**config.mk**
```make
export PLATFORM = sky130hd
export DESIGN_NAME = mul_issue_ctrl
export DESIGN_NICKNAME = d
export VERILOG_FILES = /design/src/rtl/mul_issue_ctrl.sv
export SDC_FILE = /design/constraint.sdc
export NUM_CORES = 1
export LEC_CHECK = 0
export CORE_UTILIZATION = 34
export DETAILED_ROUTE_END_ITERATION = 7
export PLACE_DENSITY = 0.58
export SYNTH_ARGS = -nofsm -noshare
export SYNTH_HDL_FRONTEND = slang
export SYNTH_SLANG_ARGS = --single-unit
```
**constraint.sdc**
```tcl
create_clock -name clk -period 11.6 [get_ports clk]
set_input_delay 2.32 -clock clk [delete_from_list [all_inputs] [get_ports clk]]
set_output_delay 2.32 -clock clk [all_outputs]
set_load 0.01 [all_outputs]
```
**src/rtl/mul_issue_ctrl.sv**
```systemverilog
// mul_issue_ctrl: EX-stage issue/stall controller for the iterative RV32M multiplier with a one-entry result cache
module mul_issue_ctrl #(
    parameter int TIMEOUT = 64
) (
    input  logic        clk,
    input  logic        rst,
    input  logic        flush,
    input  logic        ex_valid,
    output logic        ex_ready,
    input  logic [2:0]  ex_funct3,
    input  logic [31:0] ex_rs1,
    input  logic [31:0] ex_rs2,
    input  logic [4:0]  ex_rd,
    output logic        stall,
    output logic        startM,
    output logic [1:0]  mul_opcode,
    output logic [31:0] operand1,
    output logic [31:0] operand2,
    input  logic [31:0] mul_result,
    input  logic        mul_done,
    output logic        wb_valid,
    input  logic        wb_ready,
    output logic [4:0]  wb_rd,
    output logic [31:0] wb_data,
    output logic        err
);
    localparam int TW = $clog2(TIMEOUT) + 1;
    localparam logic [TW-1:0] LAST = TW'(TIMEOUT - 1);

    typedef enum logic [2:0] {IDLE, ISSUE, WAIT, HOLD, DdRAIN_UNUSED} state_unused_t;
    typedef enum logic [2:0] {S_IDLE, S_ISSUE, S_WAIT, S_HOLD, S_DRAIN} state_t;

    state_t         state;
    logic [TW-1:0]  timer;
    logic           cache_valid;
    logic [1:0]     cache_op;
    logic [31:0]    cache_a;
    logic [31:0]    cache_b;
    logic [31:0]    cache_data;
    logic           accept;
    logic           hit;
    logic           expired;

    assign accept   = ex_valid & ~flush & ~ex_funct3[2];
    assign hit      = cache_valid && cache_op == ex_funct3[1:0] && cache_a == ex_rs1 && cache_b == ex_rs2;
    assign expired  = timer == LAST;
    assign ex_ready = state == S_IDLE;
    assign stall    = state != S_IDLE;
    assign startM   = state == S_ISSUE && !flush;
    assign wb_valid = state == S_HOLD;

    // sequencing of one multiply: accept, start, wait for completion or timeout, hold for writeback
    always_ff @(posedge clk or posedge rst) begin
        if (rst) begin
            state       <= S_IDLE;
            timer       <= '0;
            cache_valid <= 1'b0;
            cache_op    <= '0;
            cache_a     <= '0;
            cache_b     <= '0;
            cache_data  <= '0;
            mul_opcode  <= '0;
            operand1    <= '0;
            operand2    <= '0;
            wb_rd       <= '0;
            wb_data     <= '0;
            err         <= 1'b0;
        end else begin
            case (state)
                S_IDLE: if (accept) begin
                    mul_opcode <= ex_funct3[1:0];
                    operand1   <= ex_rs1;
                    operand2   <= ex_rs2;
                    wb_rd      <= ex_rd;
                    if (hit) wb_data <= cache_data;
                    state      <= hit ? S_HOLD : S_ISSUE;
                end
                S_ISSUE: begin
                    timer <= '0;
                    state <= flush ? S_IDLE : S_WAIT;
                end
                S_WAIT, S_DRAIN: if (mul_done) begin
                    cache_valid <= 1'b1;
                    cache_op    <= mul_opcode;
                    cache_a     <= operand1;
                    cache_b     <= operand2;
                    cache_data  <= mul_result;
                    wb_data     <= mul_result;
                    state       <= (state == S_WAIT && !flush) ? S_HOLD : S_IDLE;
                end else if (expired) begin
                    err     <= 1'b1;
                    wb_data <= '0;
                    state   <= (state == S_WAIT && !flush) ? S_HOLD : S_IDLE;
                end else begin
                    timer <= timer + 1'b1;
                    if (state == S_WAIT && flush) state <= S_DRAIN;
                end
                S_HOLD: if (flush || wb_ready) state <= S_IDLE;
                default: state <= S_IDLE;
            endcase
        end
    end
endmodule

```
==> Word-level counts from Yosys, hierarchy flattened <==
Index checks and enable logic that the tools add are counted.
{ "word_totals": {"output_inout_bits": 108, "ram_bits": 0, "elab_cells": 70, "latch_bits": 0, "mem_count": 0, "ff_bits": 213, "mem_bits_ro": 0} }
{ "op_classes": {"reduce_logical": 19, "multipliers": 0, "order_cmp": 0, "add_sub_neg": 1, "n_mux": 17, "n_eq_ne": 15, "n_shift": 0, "div": 0, "n_bitwise": 5} }
{ "ops": {"columns": ["operator", "n"], "rows": [
  ["32-bit two-way mux", 4],
  ["32-bit equality test", 2],
  ["32-bit case mux with 2 select lines", 1],
  ["3-bit two-way mux", 5],
  ["7-bit two-way mux", 2],
  ["7-bit case mux with 2 select lines", 1],
  ["3-bit case mux with 4 select lines", 1],
  ["3-bit AND reduction", 3],
  ["7-bit by 1-bit adder with 7-bit output, second input constant", 1],
  ["7-bit by 6-bit equality test with 1-bit output, second input constant", 1],
  ["3-bit by 2-bit equality test with 1-bit output, second input constant", 2],
  ["1-bit logical AND", 6],
  ["2-bit two-way mux", 3],
  ["2-bit by 1-bit != test with 1-bit output, second input constant", 3],
  ["2-bit != test, second input constant", 2],
  ["4-bit != test, second input constant", 1],
  ["2-bit AND reduction", 2],
  ["4-bit AND reduction", 1],
  ["2-bit nonzero test", 2],
  ["3-bit by 1-bit equality test with 1-bit output, second input constant", 1],
  ["3-bit equality test, second input constant", 1],
  ["3-bit logical NOT", 1],
  ["3-bit != test, second input constant", 1],
  ["1-bit inverter", 3],
  ["other kinds (6)", 7]
]} }

==> Depth between registers and ports, before layout <==
Gate-level depths: netlist of run 1.
{ "logic_depth": {"ltp_word": 7, "mapped_depth": 9, "ltp_nobuf": 7} }

==> Least setup slack after synthesis of run 1 <==
Ideal clock, no wire load.
{ "synth_path": {"kind": "in2out", "start": "input flush", "end": "output startM", "path_slack_ps": 6791, "arrival_time_ps": 2489, "path_stages": 1, "path_cell_list": "nor2_1"} }
{ "synth_between": {"elab_chain_cells": 2} }
{ "synth_lines": {"columns": ["element", "line_no", "text"], "rows": [
  ["start: declaration", "7", "input logic flush,"],
  ["1-bit logical NOT", "49", "assign startM = state == S_ISSUE && !flush;"],
  ["1-bit logical AND", "49", null],
  ["end: declaration", "15", "output logic startM,"]
]} }
No other way between the ends.

==> Worst setup path after layout of run 1 <==
Ends and elaborated chain as after synthesis.

==> results.md, run 1 <==
- Status: finished clean
- Synthesis-to-finish area growth: 34.4%
- Die X: 170 µm
- PD cells: 262 nW/µm²
- Synth warn: 0
- Worst Max-Slew Pin Slew: 1.08 ns
- Synth async-reset ratio: 100%
- RSZ-0062 raised after global routing: no
- Initial DRC count: 381
- Register area share after synthesis: 55.3%
- Hold_sp: cache_valid
- Post-DP Area: 12,100 µm²
- Post-DP HPWL: 16.2 mm
- Top_reg_cell synth: dfrtp_1
- CP max stage cell: clkdlybuf4s50_1
- Crit path kind: input port to primary output
- Max cap viols: 0
- Antenna violations before repair: 2
- Crit path top cell by count: clkdlybuf4s50_1
- Most numerous cell in the Yosys netlist: nand2_1
- FF-to-FF Start: cache_a[27]
- Non-Filler Instances: 1,490
- Post-route ant nets: 0
- CTS tree: yes
- Sequential standard cell area: 5330 µm²
- Synth top area cells: dfrtp_1 55%, nand2_1 12%, mux2_2 8.2%
- Fin util: 46.5%
- Die area: 29,000 µm²
- WL/cell: 16.8 µm
- Die Height: 170 µm
- Tmin final: 5.83 ns
- VDD IR max: 148 µV
- Fill cell count: 2,594
- Synth top cells by count: 304 x nand2_1, 213 x dfrtp_1, 70 x mux2_2
- Setup TNS: 0 ns
- Worst path max stage delay: 0.55 ns
- GPL Wtd Cong: 0.746
- CP max FO: 6
- IO Pins: 218
- DRC viols: 0
- Share of cells above drive strength 1: 14.4%
- Relative slew slack: 28.0%
- Crit path DAT: 3.51 ns
- NumNets Final: 1,208
- Vias in the first global route: 7,041
- Leakage: 5.92 nW
- Inst Count DP: 1,449
- First-pass GRT wire length: 39.7 mm
- CTS Buf Count: 24
- Via density: 4.69
- Yosys top cell area share: 55.3%
- Max Freq: 172 MHz
- Post-synthesis instance total: 898
- Drt pass-1 iters: 4
- Synth Net Count: 1,009
- Core Area: 27,900 µm²
- Critical path buffers and inverters: 2
- Setup violators final: 0
- Critical Path End Type: primary output
- Root buf cell: clkbuf_16
- I/O Buffers: 217
- Synth Cell Area: 9640 µm²
- CTS H-tree depth: 1
- Hold Buf Count CTS: 0
- Worst Setup SP: flush
- Synth cell types: 46
- CP delay by family, top: buffers and inverters
- Final count of hold timing violations: 0
- Initial Utilization: 34.6%
- Row count: 61
- GRT Overall Usage: 17.5%
- Design area: 13,000 µm²
- CTS sink cnt: 213
- Postcts setup bufs: 0
- Final Cycle Share: 50.2%
- DR vias: 6,986
- Pre-CTS worst setup slack: 5.76 ns
- Worst setup margin: 5.77 ns
- Global route total overflow: 0
- Post-synthesis area per instance: 10.7 µm²
- Yosys reg bits: 213
- Final wirelength: 25.0 mm
- Longest Clk Path Bufs: 3
- Setup crit start kind: input port
- Clock Skews: 0.0240 ns
- Worst hold path type: register to register
- Critical-path cell list: clkdlybuf4s50_1 -> nor2_1 -> clkdlybuf4s50_1
- Post-CTS Resized: 0
- Worst Path Required: 9.28 ns
- Number of synthesized flops with an enable pin: 0
- Worst-path clk slew: 0.06 ns
- Clk_lat worst skew: 0.53 ns
- Leading area contributor after synthesis: dfrtp_1
- Largest net degree at the start of global routing: 79
- Area of the multi-input gates: 3940 µm²
- Max Slew Vio Count: 0
## logic make-up (layout without fill, tap and decap cells)
kind of cell / Yosys count / after routing / share of synthesized area, %
XOR/XNOR: 63 / 63 / 5.72
buffers and inverters: 90 / 303 / 4.20
AND/OR/NAND/NOR: 377 / 377 / 16.7
flip-flops: 213 / 213 / 55.3
adder cells (fa/ha/maj): 1 / 1 / 0.130
other: 0 / 1 / 0
multiplexers: 70 / 70 / 8.17
AO/OA/AOI/OAI: 84 / 84 / 9.85
## cells in the final DEF, fill, tap and decap left out, drive strengths merged, types with 7 or more instances in the layout
master / instances
a221oi: 32
a32oi: 31
buf: 8
clkbuf: 31
clkdlybuf4s50: 217
dfrtp: 213
inv: 38
mux2: 70
nand2: 304
nand2b: 9
nor2: 13
nor3: 7
nor4: 17
xor2: 62
## path summary, 6_finish.rpt
kind                            depth (start not counted)     endpoint  slack, ns
worst min register to register                          1  cache_valid       0.47
worst min-delay path                                    1  cache_valid       0.47
max in group asynchronous                               3   cache_a[7]       7.98
worst max-delay path                                    3       startM       5.77
worst max register to register                          6  wb_data[31]       8.55
min in group asynchronous                               2   cache_b[4]       2.27
## metrics by stage
stage	hold slack [ns]	power (W)
2_1_floorplan	0.436	0.00201
3_3_place_gp	0.451	0.00260
3_5_place_dp	0.453	0.00263
4_1_cts	0.472	0.00346
5_1_grt	0.493	0.00363
6_report	0.467	0.00340
## state kept, by name (all words and copies together), names as in the netlist
name	flops
cache_op	2
cache_a	32
mul_opcode	2
operand2	32
cache_data	32
operand1	32
cache_valid	1
wb_rd	5
state	3
cache_b	32
timer	7
err	1
wb_data	32
## layer usage
metal	vias up	GRT usage [%]	share of wire, %
li1	3416	-	-
met1	3328	23.5	44
met2	213	27.2	45
met3	29	6.00	9.3
met4	0	3.49	1.6
met5	-	0	0
## area by class of cell
class / count / area share, %
clock buffer: 31 / 5.22
clock inverter: 9 / 1.23
timing repair buffer: 225 / 17.2
antenna: 1 / 0.0193
inverter: 38 / 1.16
tap: 378 / 3.65
multi-input combinational: 595 / 30.4
sequential: 213 / 41.1
## report_power, final
part | switching [W] | internal [W] | total [W]
logic | 0.000595 | 0.000697 | 0.00129
registers | 0.000219 | 0.00108 | 0.00130
clock network | 0.000305 | 0.000498 | 0.000803
total | 0.00112 | 0.00228 | 0.00340
Note: power is estimated with default switching activity, not from simulation.
==> run 2, diff against run 1 <==
==> constraint.sdc (replaced) <==
create_clock -name clk -period 6 [get_ports clk]
set_input_delay 1.2 -clock clk [delete_from_list [all_inputs] [get_ports clk]]
set_output_delay 1.2 -clock clk [all_outputs]
set_load 0.01 [all_outputs]
==> results.md, run 2 (same netlist as run 1, synthesis figures left out) <==
- Vias in the first global route: 6,936
- CP max stage cell: a21o_2
- FF-to-FF Start: cache_a[27]
- Postcts setup bufs: 0
- Busiest grt layer: met2
- Hold Buf Count CTS: 0
- Synthesis-to-finish area growth: 33.8%
- DR vias: 7,144
- NumNets Final: 1,208
- Crit path DAT: 4.24 ns
- Global route total overflow: 0
- Root buf cell: clkbuf_16
- Share of cells above drive strength 1: 14.3%
- Core Area: 27,900 µm²
- Post-DP HPWL: 16.1 mm
- Largest net degree at the start of global routing: 132
- Worst path max stage delay: 0.86 ns
- Critical-path cell list: clkdlybuf4s50_1 -> xor2_1 -> nor4_2 -> nand4_1 -> nor4_4 -> a21o_2 -> a22oi_2
- DRC viols: 0
- RSZ-0062 raised after global routing: no
- Area of the multi-input gates: 3940 µm²
- RR Endpoint: wb_data[31]
- Tmin final: 3.89 ns
- CP delay by family, top: simple AND/OR/NAND/NOR gates
- Reg2Reg Setup Slack: 2.85 ns
- CTS H-tree depth: 1
- Die X: 170 µm
- Max Freq: 257 MHz
- Sequential standard cell area: 5330 µm²
- Worst Path Required: 6.36 ns
- Final count of hold timing violations: 0
- Hold Crit Depth: 2
- CTS Buf Count: 24
- I/O Buffers: 217
- Status: finished clean
- Non-Filler Instances: 1,493
- Inst Count DP: 1,449
- Routing usage on met2: 26.4%
- Post-CTS Resized: 0
- Max Slew Vio Count: 0
- Worst Max-Slew Pin Slew: 1.10 ns
- Die area: 29,000 µm²
- Crit path kind: input port to register
- CTS tree: yes
- Setup violators final: 0
- Routing usage on met1: 23.9%
- Critical Path End Type: register
- Hold endpoint: cache_data[8]
- Worst setup margin: 2.11 ns
- Pre-CTS worst setup slack: 1.53 ns
- CP max FO: 32
- WL/cell: 17.0 µm
- Final Cycle Share: 64.8%
- CTS sink cnt: 213
- Antenna violations before repair: 2
- FF-to-FF path depth: 6
- Worst-path clk slew: 0.06 ns
- Die Height: 170 µm
- Clock Skews: 0.00829 ns
- Max cap viols: 0
- IO Pins: 218
- Setup crit start kind: input port
- Final wirelength: 25.3 mm
- Longest Clk Path Bufs: 3
- Antenna cells: 0
- GPL Wtd Cong: 0.747
- PD cells: 502 nW/µm²
- Post-route ant nets: 0
- Initial DRC count: 491
- Relative slew slack: 26.7%
- Hold_sp: cache_data[8]
- GRT Overall Usage: 17.5%
- Drt pass-1 iters: 5
- Initial Utilization: 34.6%
- Grt met3 use: 6.56%
- Row count: 61
- Commonest non-fill, non-tap cell in the layout: nand2_1
- Setup TNS: 0 ns
- Via density: 4.78
- Commonest cells after routing, fill and taps aside: 303 x nand2_1, 217 x clkdlybuf4s50_1, 213 x dfrtp_1, 70 x mux2_2, 62 x xor2_1
- Worst Setup SP: ex_rs2[0]
- Critical path buffers and inverters: 1
- Fill cell count: 2,633
- Clk_lat worst skew: 0.52 ns
- First-pass GRT wire length: 39.7 mm
- VDD IR max: 279 µV
- Worst hold path type: register to register
- Leakage: 5.90 nW
[run 2: per-layer routing]
layer | wire length [µm] | up-vias
met5 | 12 | -
met4 | 354 | 2
met3 | 2490 | 30
met2 | 11100 | 238
met1 | 11400 | 3458
li1 | - | 3416
[run 2: worst max-delay path by stage]
| stage | slack [ns] | cells past startpoint | endpoint |
|---|---|---|---|
| finish | 2.11 | 7 | wb_data[31] |
| CTS | 2.05 | 7 | wb_data[31] |
| detailed placement | 1.53 | 7 | wb_data[31] |
| floorplan | 2.03 | 1 | cache_a[0] |
| global placement | 1.52 | 7 | wb_data[31] |
| global route | 2.02 | 7 | wb_data[31] |
[run 2: where the power goes]
part           internal [W]  switching [W]  leakage (nW)  total, W
registers           0.00209       0.000450          2.61   0.00254
logic               0.00135        0.00114          2.91   0.00249
clock network      0.000850       0.000596         0.386   0.00145
[run 2: worst register-to-register path, stage by stage, from the launching register on]
cell	delay, ns
dfrtp_1	0.38
xor2_1	0.17
nor4_2	0.56
nand4_1	0.33
nor4_4	0.50
a21o_2	0.86
a22oi_2	0.18
[run 2: cell type report]
| class | instances | share of cell area (%) |
|---|---|---|
| Clock buffer | 39 | 5.80 |
| Clock inverter | 5 | 0.223 |
| Inverter | 38 | 1.13 |
| Multi-Input combinational cell | 595 | 30.5 |
| Sequential cell | 213 | 41.3 |
| Tap cell | 378 | 3.66 |
| Timing Repair Buffer | 225 | 17.4 |
[run 2: stage by stage]
step	hold slack [ns]	power (W)	utilization (%)	instance area, µm²
floorplan	0.436	0.00388	-	9650
global placement	0.450	0.00503	43.5	12100
detailed placement	0.455	0.00508	43.5	12100
CTS	0.470	0.00658	46.3	12900
global route	0.491	0.00692	46.3	12900
finish	0.474	0.00648	46.3	12900
